**config.mk**
```make
export PLATFORM = sky130hd
export DESIGN_NAME = fetch_sequencer_flat
export DESIGN_NICKNAME = d
export VERILOG_FILES = /design/src/rtl/fetch_sequencer_if.sv /design/src/rtl/fetch_sequencer.sv /design/src/flat_wrapper.sv
export SDC_FILE = /design/constraint.sdc
export NUM_CORES = 1
export LEC_CHECK = 0
export ABC_AREA = 1
export BUFFER_PORTS_ARGS = -buffer_cell sky130_fd_sc_hd__buf_2
export CORE_UTILIZATION = 46
export CTS_CLUSTER_DIAMETER = 40
export CTS_CLUSTER_SIZE = 40
export DETAILED_ROUTE_END_ITERATION = 10
export PLACE_DENSITY = 0.84
export SETUP_SLACK_MARGIN = 0.15
export SYNTH_ARGS = -nofsm -noshare
export SYNTH_HDL_FRONTEND = slang
export SYNTH_SLANG_ARGS = --single-unit
export TNS_END_PERCENT = 50
```
**constraint.sdc**
```tcl
create_clock -name clk -period 1.8 [get_ports clk]
set_input_delay 0.45 -clock clk [delete_from_list [all_inputs] [get_ports clk]]
set_output_delay 0.45 -clock clk [all_outputs]
set_load 0.1 [all_outputs]
```
**src/rtl/fetch_sequencer_if.sv**
```systemverilog
// fetch_sequencer_if: fetch-stage bus between hazard/branch logic, instruction memory and IF/ID.
// FETCH_PERF_EN adds the performance-counter signals.
interface fetch_sequencer_if;
  logic        stall_i;
  logic        redirect_valid;
  logic [31:0] redirect_pc;
  logic [31:0] instr_i;
  logic [31:0] pc_o;
  logic        if_id_valid;
  logic [31:0] if_id_instr;
  logic [31:0] if_id_pc;
  logic        halted;
`ifdef FETCH_PERF_EN
  logic [31:0] fetch_count;
  logic [31:0] bubble_count;
  logic [15:0] redirect_count;
`endif
  modport master (
    input  stall_i, redirect_valid, redirect_pc, instr_i,
`ifdef FETCH_PERF_EN
    output fetch_count, bubble_count, redirect_count,
`endif
    output pc_o, if_id_valid, if_id_instr, if_id_pc, halted
  );
  modport slave (
    output stall_i, redirect_valid, redirect_pc, instr_i,
`ifdef FETCH_PERF_EN
    input  fetch_count, bubble_count, redirect_count,
`endif
    input  pc_o, if_id_valid, if_id_instr, if_id_pc, halted
  );
endinterface

```
**src/rtl/fetch_sequencer.sv**
```systemverilog
// fetch_sequencer: PC sequencing and IF/ID latch under stall, redirect and halt.
// FETCH_PERF_EN adds saturating fetch/bubble/redirect counters.
module fetch_sequencer #(
  parameter logic [31:0] RESET_PC    = 32'h0000_0000,
  parameter logic [5:0]  HALT_OPCODE = 6'b111111,
  parameter int          MEM_WORDS   = 65
) (
  input logic           clk,
  input logic           reset,
  fetch_sequencer_if.master bus
);
  localparam logic [0:0] RUN  = 1'b0;
  localparam logic [0:0] HALT = 1'b1;
  logic [0:0] state;
  logic       in_range;
  assign in_range = {2'b00, bus.pc_o[31:2]} < 32'(MEM_WORDS);
  assign bus.halted = state == HALT;
  always_ff @(posedge clk) begin
    if (reset) begin
      state <= RUN;
      bus.pc_o <= RESET_PC;
      bus.if_id_valid <= 1'b0;
      bus.if_id_instr <= '0;
      bus.if_id_pc <= '0;
    end else if (bus.redirect_valid) begin
      state <= RUN;
      bus.pc_o <= {bus.redirect_pc[31:2], 2'b00};
      bus.if_id_valid <= 1'b0;
      bus.if_id_instr <= '0;
      bus.if_id_pc <= '0;
    end else if (state == HALT) begin
      if (!bus.stall_i) begin
        bus.if_id_valid <= 1'b0;
        bus.if_id_instr <= '0;
      end
    end else if (!bus.stall_i) begin
      bus.if_id_valid <= in_range;
      bus.if_id_instr <= in_range ? bus.instr_i : '0;
      if (in_range) bus.if_id_pc <= bus.pc_o;
      // a fetched halt stays at its own address so a resume-by-redirect is the only way on
      if (!in_range || bus.instr_i[31:26] == HALT_OPCODE) state <= HALT;
      else bus.pc_o <= bus.pc_o + 32'd4;
    end
  end
`ifdef FETCH_PERF_EN
  logic latch, bubble;
  assign latch  = !bus.redirect_valid && !bus.stall_i && state == RUN && in_range;
  assign bubble = bus.redirect_valid || (state == RUN && bus.stall_i);
  always_ff @(posedge clk) begin
    if (reset) begin
      bus.fetch_count <= '0;
      bus.bubble_count <= '0;
      bus.redirect_count <= '0;
    end else begin
      if (latch && bus.fetch_count != '1) bus.fetch_count <= bus.fetch_count + 32'd1;
      if (bubble && bus.bubble_count != '1) bus.bubble_count <= bus.bubble_count + 32'd1;
      if (bus.redirect_valid && bus.redirect_count != '1) bus.redirect_count <= bus.redirect_count + 16'd1;
    end
  end
`endif
endmodule

```
**src/flat_wrapper.sv**
```systemverilog
// flat-port wrapper written by rule: the top's interface ports become plain ports
module fetch_sequencer_flat 
#(
  parameter logic [31:0] RESET_PC    = 32'h0000_0000,
  parameter logic [5:0]  HALT_OPCODE = 6'b111111,
  parameter int          MEM_WORDS   = 65
)
  (clk, reset, bus_stall_i, bus_redirect_valid, bus_redirect_pc, bus_instr_i, bus_pc_o, bus_if_id_valid, bus_if_id_instr, bus_if_id_pc, bus_halted);
  fetch_sequencer_if bus_i ();
  input logic clk;
  input logic reset;
  input wire logic [$bits(bus_i.stall_i)-1:0] bus_stall_i;
  input wire logic [$bits(bus_i.redirect_valid)-1:0] bus_redirect_valid;
  input wire logic [$bits(bus_i.redirect_pc)-1:0] bus_redirect_pc;
  input wire logic [$bits(bus_i.instr_i)-1:0] bus_instr_i;
  output wire logic [$bits(bus_i.pc_o)-1:0] bus_pc_o;
  output wire logic [$bits(bus_i.if_id_valid)-1:0] bus_if_id_valid;
  output wire logic [$bits(bus_i.if_id_instr)-1:0] bus_if_id_instr;
  output wire logic [$bits(bus_i.if_id_pc)-1:0] bus_if_id_pc;
  output wire logic [$bits(bus_i.halted)-1:0] bus_halted;
  assign bus_i.stall_i = bus_stall_i;
  assign bus_i.redirect_valid = bus_redirect_valid;
  assign bus_i.redirect_pc = bus_redirect_pc;
  assign bus_i.instr_i = bus_instr_i;
  assign bus_pc_o = bus_i.pc_o;
  assign bus_if_id_valid = bus_i.if_id_valid;
  assign bus_if_id_instr = bus_i.if_id_instr;
  assign bus_if_id_pc = bus_i.if_id_pc;
  assign bus_halted = bus_i.halted;
  fetch_sequencer #(.RESET_PC(RESET_PC), .HALT_OPCODE(HALT_OPCODE), .MEM_WORDS(MEM_WORDS)) u_core (.clk(clk), .reset(reset), .bus(bus_i));
endmodule
```
==> results of run 1 <==
[kinds of logic after synthesis]
group,Yosys count
simple gates,233
fa+ha+maj,2
compound gates,79
other cells,1
buf+inv,43
flops,94
xor+xnor,4
[final cells by class]
| cell class | instances | area [sq um] |
|---|---|---|
| inverters | 9 | 36.3 |
| clock inverters | 6 | 71.3 |
| multi-input cells | 322 | 1450 |
| clock buffers | 9 | 124 |
| flip-flops and latches | 94 | 1930 |
| fillers | 653 | 2580 |
| well taps | 99 | 124 |
| repair buffers | 175 | 980 |
[state kept, by name, summed over array words and instances (netlist names)]
name	cells
u_core.bus.halted	1
u_core.bus.if_id_instr	32
u_core.bus.if_id_pc	30
u_core.bus.if_id_valid	1
u_core.bus.pc_o	30
[where the power goes]
part | internal [mW] | total [mW] | switching (mW)
clock | 0.647 | 1.37 | 0.723
combinational | 0.152 | 0.665 | 0.513
sequential | 2.12 | 2.17 | 0.0406
[worst paths after layout]
check | end | start | depth (start not counted)
hold reg to reg | u_core.bus.if_id_pc[29]$_SDFFE_PP0P_ | u_core.bus.if_id_pc[29]$_SDFFE_PP0P_ | 2
setup reg to reg | u_core.bus.pc_o[14]$_SDFFE_PP0P_ | u_core.bus.pc_o[9]$_SDFFE_PP0P_ | 10
hold / removal | u_core.bus.pc_o[12]$_SDFFE_PP0P_ | bus_redirect_pc[12] | 3
setup / recovery | u_core.bus.pc_o[14]$_SDFFE_PP0P_ | u_core.bus.pc_o[9]$_SDFFE_PP0P_ | 10
[cell usage after synthesis]
master and count:
conb_1 1, clkbuf_1 19, inv_1 7, buf_4 10
inv_2 2, nor2_4 1, xor2_1 2, nand2_1 135
nand3_1 32, nor2_2 1, o21ai_0 15, nand3_2 1
xnor2_1 2, buf_2 4, ha_1 2, dfxtp_1 94
a31oi_1 1, nand4_1 2, nor2_1 58, a21oi_1 63
nand3b_1 2, nand2_4 1, buf_6 1
[what timing repair did]
action	CTS	global route
pin swaps	0	4
endpoints found under the hold margin	0	0
setup endpoints to repair	3	75
cloned	0	3
buffers inserted	0	3
gates resized for setup	0	8
[per-layer routing]
metal  GRT usage  part of all wire  up-vias
met5           0                 0        -
met4      0.0736            0.0080        0
met3      0.0332             0.062        6
met2       0.361              0.50      122
met1       0.251              0.43     1575
li1            -                 -     1761
[critical path, stage by stage, from the launching register on]
cell and delay (ps):
dfxtp_2 340, nor2_1 100, nand2_1 70, nor2_2 140, nand2_2 90, nor2_4 130, nand4_1 170, buf_4 210
clkbuf_16 150, nand3_1 70, a21oi_1 60
[metrics by stage]
| stage | area (sq um) | power, mW | worst slack [ps] |
|---|---|---|---|
| 6_report | 4710 | 4.20 | 142 |
| 5_1_grt | 4710 | 4.36 | 46.0 |
| 4_1_cts | 4600 | 4.23 | 140 |
| 3_5_place_dp | 4400 | 2.86 | 172 |
| 3_3_place_gp | 4400 | 2.85 | 255 |
| 2_1_floorplan | 3560 | 2.71 | 153 |
==> key figures, run 1 <==
Synth
  • Yosys top cell by area: dfxtp_1
  • Adder-cell area share of the yosys netlist: 0.00714
  • Post-synthesis simple-gate area fraction: 0.271
  • Syn avg cell area: 7.69 sq um
  • Yosys reg bits: 94
  • Largest family of logic cells by synthesized area: simple AND/OR/NAND/NOR gates
  • Synth area leaders: dfxtp_1 54%, nand2_1 14%, a21oi_1 9.0%
  • Unique masters post-synth: 23
  • Post-Syn Instances: 456
  • Top cell type's share of synthesized area: 0.537
  • Post-synthesis mux area share: 0
  • Synth Area in Compound Gates: 0.113
  • Sequential share of the synthesized area: 0.537
  • Yosys warns: 0
  • Mapped cell area: 3500 sq um
  • Xor/xnor share of the synthesized area: 0.0100

Clocking
  • Hold Buf Count CTS: 0
  • Clock-pin transition on the worst setup and hold timing paths: 100 ps
  • Clock Sinks: 94
  • Skew-Pair Late Insertion Delay: 340 ps
  • Root buf cell: clkbuf_8
  • H-tree levels: 3
  • CTS Buf Count: 9
  • CTS tree: yes
  • Maximum clock path buffer count: 2

Run
  • Maxcap violations: 0

STA
  • Clk_skew: 16.0 ps
  • Slew @ Worst Pin: 929 ps
  • Min Hold Slack: 337 ps
  • Final Setup Violations: 0
  • Rel. slew slack: 0.380
  • Fmax: 603 MHz
  • Period utilisation layout: 0.921
  • Setup TNS: 0 ps
  • Fin. Hold Viols: 0
  • Final min period: 1660 ps
  • Slew Limit Fails: 0
  • RSZ-0062 raised after global routing: yes

Floorplanning
  • Die Ht: 89.3 microns
  • Initial Util: 0.481
  • Core Area: 7290 sq um
  • # rows: 31
  • Die area: 7970 sq um
  • Die W: 89.3 microns
  • IO Pins: 166

Finish
  • Final Core Density: 0.646
  • Area grow syn2layout: 34.3%
  • Most frequent cells in the layout: 159 x buf_2, 134 x nand2_1, 63 x a21oi_1, 63 x dfxtp_1, 55 x nor2_1
  • Share of cells above drive strength 1: 0.377
  • Commonest non-fill, non-tap cell in the layout: buf_2
  • ANT cells: 0
  • Non-Filler Instances: 714
  • Final nets: 681

Pwr
  • Pleak: 2.13 nW
  • Power per cell area: 892 nW/um^2
  • Max VDD drop: 0.000491 V

Hold path
  • HP Class: in -> reg

Global routing
  • Total GRT Usage: 0.204
  • Grt total ovfl: 0
  • Initial antenna violation count: 0
  • First-pass GRT wire length: 12.8 mm
  • Largest net degree at the start of global routing: 56
  • Vias in the first global route: 2935

Drt
  • Vias/cell: 4.85
  • Detail Route Antenna Nets: 0
  • Routed WL per cell: 12.6 microns
  • DR iter-0 viols: 122
  • Vias: 3464
  • Residual DRC: 0
  • Final wirelength: 9.02 mm
  • Drt pass-1 iters: 4

Critical path
  • Crit path max fanout: 7
  • Flop-to-flop setup slack: 140 ps
  • Crit Path Class: reg -> reg
  • Critical Path Source Type: register
  • Critical path arrival: 1880 ps
  • Critical Path RT: 2020 ps
  • CP endpoint kind: register

Placed design
  • I/O Buffers: 159
  • Detailed placement HPWL: 6.10 mm
  • Placed cells: 693
  • Placer Congestion: 0.817

Run status
  • Status: finished clean
Power figures use the tool's default switching activity.
==> run 2, diff against run 1 <==
- PLACE_DENSITY: 0.84 -> 0.89
==> run 2 against run 1 <==
Compared with the run above: critical path type unchanged; non-clock buffer count grew 5; clock power grew 12%; largest cell class unchanged; clock skew is essentially flat; first-iteration DRC count grew 36%.
==> key figures, run 2 (same netlist as run 1, synthesis figures left out) <==
Global routing
  • First-pass GRT wire length: 13.5 mm
  • Largest net degree at the start of global routing: 56
  • Vias in the first global route: 3067
  • Initial antenna violation count: 0
  • Grt total ovfl: 0
  • Total GRT Usage: 0.216

Finish
  • Area grow syn2layout: 40.3%
  • Biggest register: u_core.bus.if_id_instr
  • Max FFs per register: 32
  • Most frequent cells in the layout: 158 x buf_2, 134 x nand2_1, 63 x dfxtp_1
  • Commonest non-fill, non-tap cell in the layout: buf_2
  • Final nets: 686
  • Top Registers: u_core.bus.if_id_instr (32), u_core.bus.if_id_pc (30), u_core.bus.pc_o (30)
  • ANT cells: 0
  • Share of cells above drive strength 1: 0.416

Clocking
  • Clock-pin transition on the worst setup and hold timing paths: 100 ps
  • Skew-Pair Late Insertion Delay: 350 ps
  • CTS tree: yes
  • Hold Buf Count CTS: 0
  • Root buf cell: clkbuf_8
  • H-tree levels: 3
  • Clock Sinks: 94
  • CTS Buf Count: 9
  • Maximum clock path buffer count: 2

STA
  • Rel. slew slack: 0.369
  • Setup ws final: 121 ps
  • Final min period: 1680 ps
  • Clk_skew: 16.0 ps
  • Slew @ Worst Pin: 945 ps
  • Setup TNS: 0 ps
  • Fin. Hold Viols: 0
  • Fmax: 596 MHz
  • Slew Limit Fails: 0
  • Period utilisation layout: 0.933
  • RSZ-0062 raised after global routing: yes
  • Final Setup Violations: 0

Critical path
  • Flop-to-flop setup slack: 120 ps
  • Crit Path Class: reg -> reg
  • Crit path max fanout: 7
  • Critical Path Source Type: register
  • Critical path arrival: 1900 ps
  • Critical Path RT: 2020 ps
  • CP endpoint kind: register

Run status
  • Status: finished clean

Floorplanning
  • Die W: 89.3 microns
  • IO Pins: 166
  • Die Ht: 89.3 microns
  • Core Area: 7290 sq um
  • # rows: 31
  • Die area: 7970 sq um
  • Initial Util: 0.481

Placed design
  • Detailed placement HPWL: 6.23 mm
  • Pre-CTS WS: 116 ps
  • Placer Congestion: 0.829
  • I/O Buffers: 159

Drt
  • Detail Route Antenna Nets: 0
  • DR iter-0 viols: 166
  • Drt pass-1 iters: 4
  • Final wirelength: 9.74 mm
  • Routed WL per cell: 13.5 microns
  • Vias: 3606
  • Residual DRC: 0
  • Vias/cell: 5.02

Pwr
  • Power per cell area: 893 nW/um^2
  • Pleak: 2.20 nW
  • Max VDD drop: 0.000652 V
  • Tot Pwr: 4.39 mW

Run
  • Maxcap violations: 0

Hold path
  • HP Class: in -> reg
-- run 2: power by group --
group / internal (mW) / leakage [nW] / total [mW] / switching, mW
Combinational: 0.160 / 1.32 / 0.688 / 0.528
Sequential: 2.12 / 0.775 / 2.17 / 0.0433
Clock: 0.789 / 0.111 / 1.53 / 0.745
Total: 3.07 / 2.20 / 4.39 / 1.32
-- run 2: stage by stage --
stage	cell area (sq um)	std cells	hold WS, ps	util
after floorplan	3560	459	583	-
after global placement	4390	693	423	0.602
after detailed placement	4390	693	425	0.602
after CTS	4610	708	320	0.633
after global routing	4920	719	329	0.675
final	4920	719	326	0.675
-- run 2: worst max-delay path, stage by stage, from the launching register on --
cell and delay [ps]:
dfxtp_2 340, nor2_1 120, nand2_1 80, nor2_1 120, nand2_1 100, nor2_4 130
nand4_1 170, buf_4 210, clkbuf_16 160, nand3_2 70, a21oi_2 50
-- run 2: timing repair --
| item | CTS | global route |
|---|---|---|
| buffers inserted | 0 | 6 |
| gates resized for setup | 2 | 39 |
| gates cloned | 0 | 5 |
| pin swaps | 0 | 9 |
| endpoints found under the setup margin | 21 | 82 |
-- run 2: path summary, 6_finish.rpt --
path                                       start                                      end  cells after the start
max              u_core.bus.pc_o[9]$_SDFFE_PP0P_          u_core.bus.pc_o[8]$_SDFFE_PP0P_                     10
min reg2reg  u_core.bus.if_id_pc[9]$_SDFFE_PP0P_      u_core.bus.if_id_pc[9]$_SDFFE_PP0P_                      2
max reg2reg      u_core.bus.pc_o[9]$_SDFFE_PP0P_          u_core.bus.pc_o[8]$_SDFFE_PP0P_                     10
min                              bus_instr_i[12]  u_core.bus.if_id_instr[12]$_SDFFE_PP0N_                      3
-- run 2: cell type report --
| cell class | instances | area, sq um |
|---|---|---|
| Multi-Input combinational cell | 322 | 1540 |
| Sequential cell | 94 | 1930 |
| Tap cell | 99 | 124 |
| Fill cell | 610 | 2370 |
| Clock inverter | 6 | 92.6 |
| Timing Repair Buffer | 180 | 1070 |
| Inverter | 9 | 41.3 |
| Clock buffer | 9 | 124 |
-- run 2: routing by layer --
| layer | vias to the layer above | GRT usage | share of wire |
|---|---|---|---|
| met4 | 0 | 0.0678 | 0.011 |
| li1 | 1777 | - | - |
| met3 | 13 | 0.0480 | 0.067 |
| met2 | 141 | 0.389 | 0.50 |
| met5 | - | 0 | 0 |
| met1 | 1675 | 0.257 | 0.42 |
==> run 3, diff against run 2 <==
- CELL_PAD_IN_SITES_DETAIL_PLACEMENT: unset -> 0
- CELL_PAD_IN_SITES_GLOBAL_PLACEMENT: unset -> 1
- CORE_UTILIZATION: 46 -> 32
- PLACE_DENSITY: 0.89 -> 0.9
==> run 3 against run 2 <==
Compared with the run above: fmax is 1.9% higher; hold slack better by 1.2 ps; clock skew is 7.2 ps lower; via count is 3.1% lower; first-iteration DRC count is 11% lower; clock power is 14% lower; core utilization is 21 points lower; count of clock-buffer cells in the layout is 3 higher; sequential power hardly changed; sequential share of layout area is 0.51 points higher.
==> key figures, run 3 (same netlist as run 1, synthesis figures left out) <==
STA
  • Fmax: 607 MHz
  • Slew Limit Fails: 0
  • Fin. Hold Viols: 0
  • Clk_skew: 8.86 ps
  • Final Setup Violations: 0
  • Min Hold Slack: 327 ps
  • Setup TNS: 0 ps
  • Period utilisation layout: 0.915
  • Slew @ Worst Pin: 577 ps
  • Final min period: 1650 ps
  • Rel. slew slack: 0.616
  • RSZ-0062 raised after global routing: yes

Floorplanning
  • Die W: 107 microns
  • Die Ht: 107 microns
  • IO Pins: 166
  • # rows: 37
  • Die area: 11400 sq um
  • Core Area: 10500 sq um
  • Initial Util: 0.335

Drt
  • DR iter-0 viols: 147
  • Detail Route Antenna Nets: 0
  • Vias/cell: 4.63
  • DR top layer: met4
  • Routed length on met2: 4.51 mm
  • Drt pass-1 iters: 6
  • Met1 wire length: 4.21 mm
  • Routed WL per cell: 12.7 microns
  • Final wirelength: 9.57 mm
  • Residual DRC: 0
  • Vias: 3495
  • Routed met3 length: 713 microns

Finish
  • Max FFs per register: 32
  • Share of cells above drive strength 1: 0.401
  • Non-Filler Instances: 755
  • Fill cells: 1086
  • Biggest register: u_core.bus.if_id_instr
  • Final nets: 684
  • Most frequent cells in the layout: 157 x buf_2, 135 x nand2_1, 63 x dfxtp_1
  • Area grow syn2layout: 38.6%
  • ANT cells: 0
  • Commonest non-fill, non-tap cell in the layout: buf_2
  • Top Registers: u_core.bus.if_id_instr (32), u_core.bus.if_id_pc (30), u_core.bus.pc_o (30)

Global routing
  • First-pass GRT wire length: 14.5 mm
  • Total GRT Usage: 0.160
  • Largest net degree at the start of global routing: 56
  • Grt total ovfl: 0
  • Vias in the first global route: 3199
  • Initial antenna violation count: 0

Critical path
  • Crit Path Class: reg -> reg
  • Reg2reg path depth: 10
  • CP endpoint kind: register
  • Crit path max fanout: 6
  • Critical Path Source Type: register
  • Critical path arrival: 1880 ps
  • Critical Path RT: 2040 ps

Clocking
  • Maximum clock path buffer count: 2
  • CTS Buf Count: 9
  • Skew-Pair Late Insertion Delay: 360 ps
  • Clock-pin transition on the worst setup and hold timing paths: 90 ps
  • Clock Sinks: 94
  • Hold Buf Count CTS: 0
  • CTS tree: yes
  • H-tree levels: 3
  • Root buf cell: clkbuf_8

Placed design
  • Placed cells: 731
  • I/O Buffers: 159
  • Detailed placement HPWL: 6.58 mm
  • Placer Congestion: 0.774

Run status
  • Status: finished clean

Run
  • Maxcap violations: 0

Hold path
  • HP Class: in -> reg
  • Hold Crit Depth: 3

Pwr
  • Max VDD drop: 0.000337 V
  • Pleak: 2.17 nW
  • Power per cell area: 855 nW/um^2
run 3: changes by cell type in the layout (fill, tap and decap cells not counted), moves of 2 or more:
cell       delta
nand3_1       +2
nor2_1        -3
buf_8         -2
clkbuf_8      +2
a21oi_2       -7
bufinv_16     -2
nor2_2        +3
a21oi_1       +7
run 3: per-layer routing:
| layer | track usage | up-vias |
|---|---|---|
| li1 | - | 1769 |
| met3 | 0.0444 | 10 |
| met5 | 0 | - |
| met4 | 0.0646 | 0 |
| met2 | 0.280 | 112 |
| met1 | 0.182 | 1604 |
run 3: worst max-delay path: stages (launching register included):
cell       delay (ps)
dfxtp_2           350
nor2_2             90
nand2_1            60
nor2_1            100
nand2_1           100
nor2_4            140
nand4_1           200
buf_4             220
clkbuf_16         160
nand3_2            60
a21oi_2            50
run 3: worst paths after layout:
path	slack [ps]	startpoint	endpoint
worst max-delay path	150	u_core.bus.pc_o[18]$_SDFFE_PP0P_	u_core.bus.pc_o[5]$_SDFFE_PP0P_
worst min-delay path	330	bus_instr_i[5]	u_core.bus.if_id_instr[5]$_SDFFE_PP0N_
worst max register to register	150	u_core.bus.pc_o[18]$_SDFFE_PP0P_	u_core.bus.pc_o[5]$_SDFFE_PP0P_
worst min register to register	440	u_core.bus.if_id_pc[23]$_SDFFE_PP0P_	u_core.bus.if_id_pc[23]$_SDFFE_PP0P_
run 3: what timing repair did:
item                                    in CTS  in global routing
gates cloned                                 0                  3
pin swaps                                    0                  6
endpoints found under the setup margin       5                 70
setup buffers                                0                  5
resized for setup                            2                 24
run 3: area by class of cell:
cell class / instances / area, sq um / share of cell area
flip-flops and latches: 94 / 1930 / 0.397
multi-input cells: 322 / 1490 / 0.308
repair buffers: 178 / 1040 / 0.214
well taps: 136 / 170 / 0.0350
clock buffers: 12 / 155 / 0.0320
inverters: 9 / 38.8 / 0.00799
clock inverters: 4 / 30.0 / 0.00618
run 3: report_power, final:
group,leakage [nW],internal [mW],total [mW],switching [mW]
registers,0.775,2.12,2.17,0.0429
logic,1.30,0.160,0.677,0.517
clock network,0.0930,0.584,1.31,0.725
total,2.17,2.87,4.15,1.28
run 3: per-stage QoR:
| stage | area [sq um] | power [mW] | setup slack (ps) | util |
|---|---|---|---|---|
| global route | 4860 | 4.35 | 6.33 | 0.464 |
| CTS | 4660 | 4.19 | 138 | 0.445 |
| finish | 4860 | 4.15 | 152 | 0.464 |
| detailed placement | 4470 | 2.87 | 153 | 0.427 |
| global placement | 4470 | 2.87 | 204 | 0.427 |
| floorplan | 3560 | 2.71 | 153 | - |
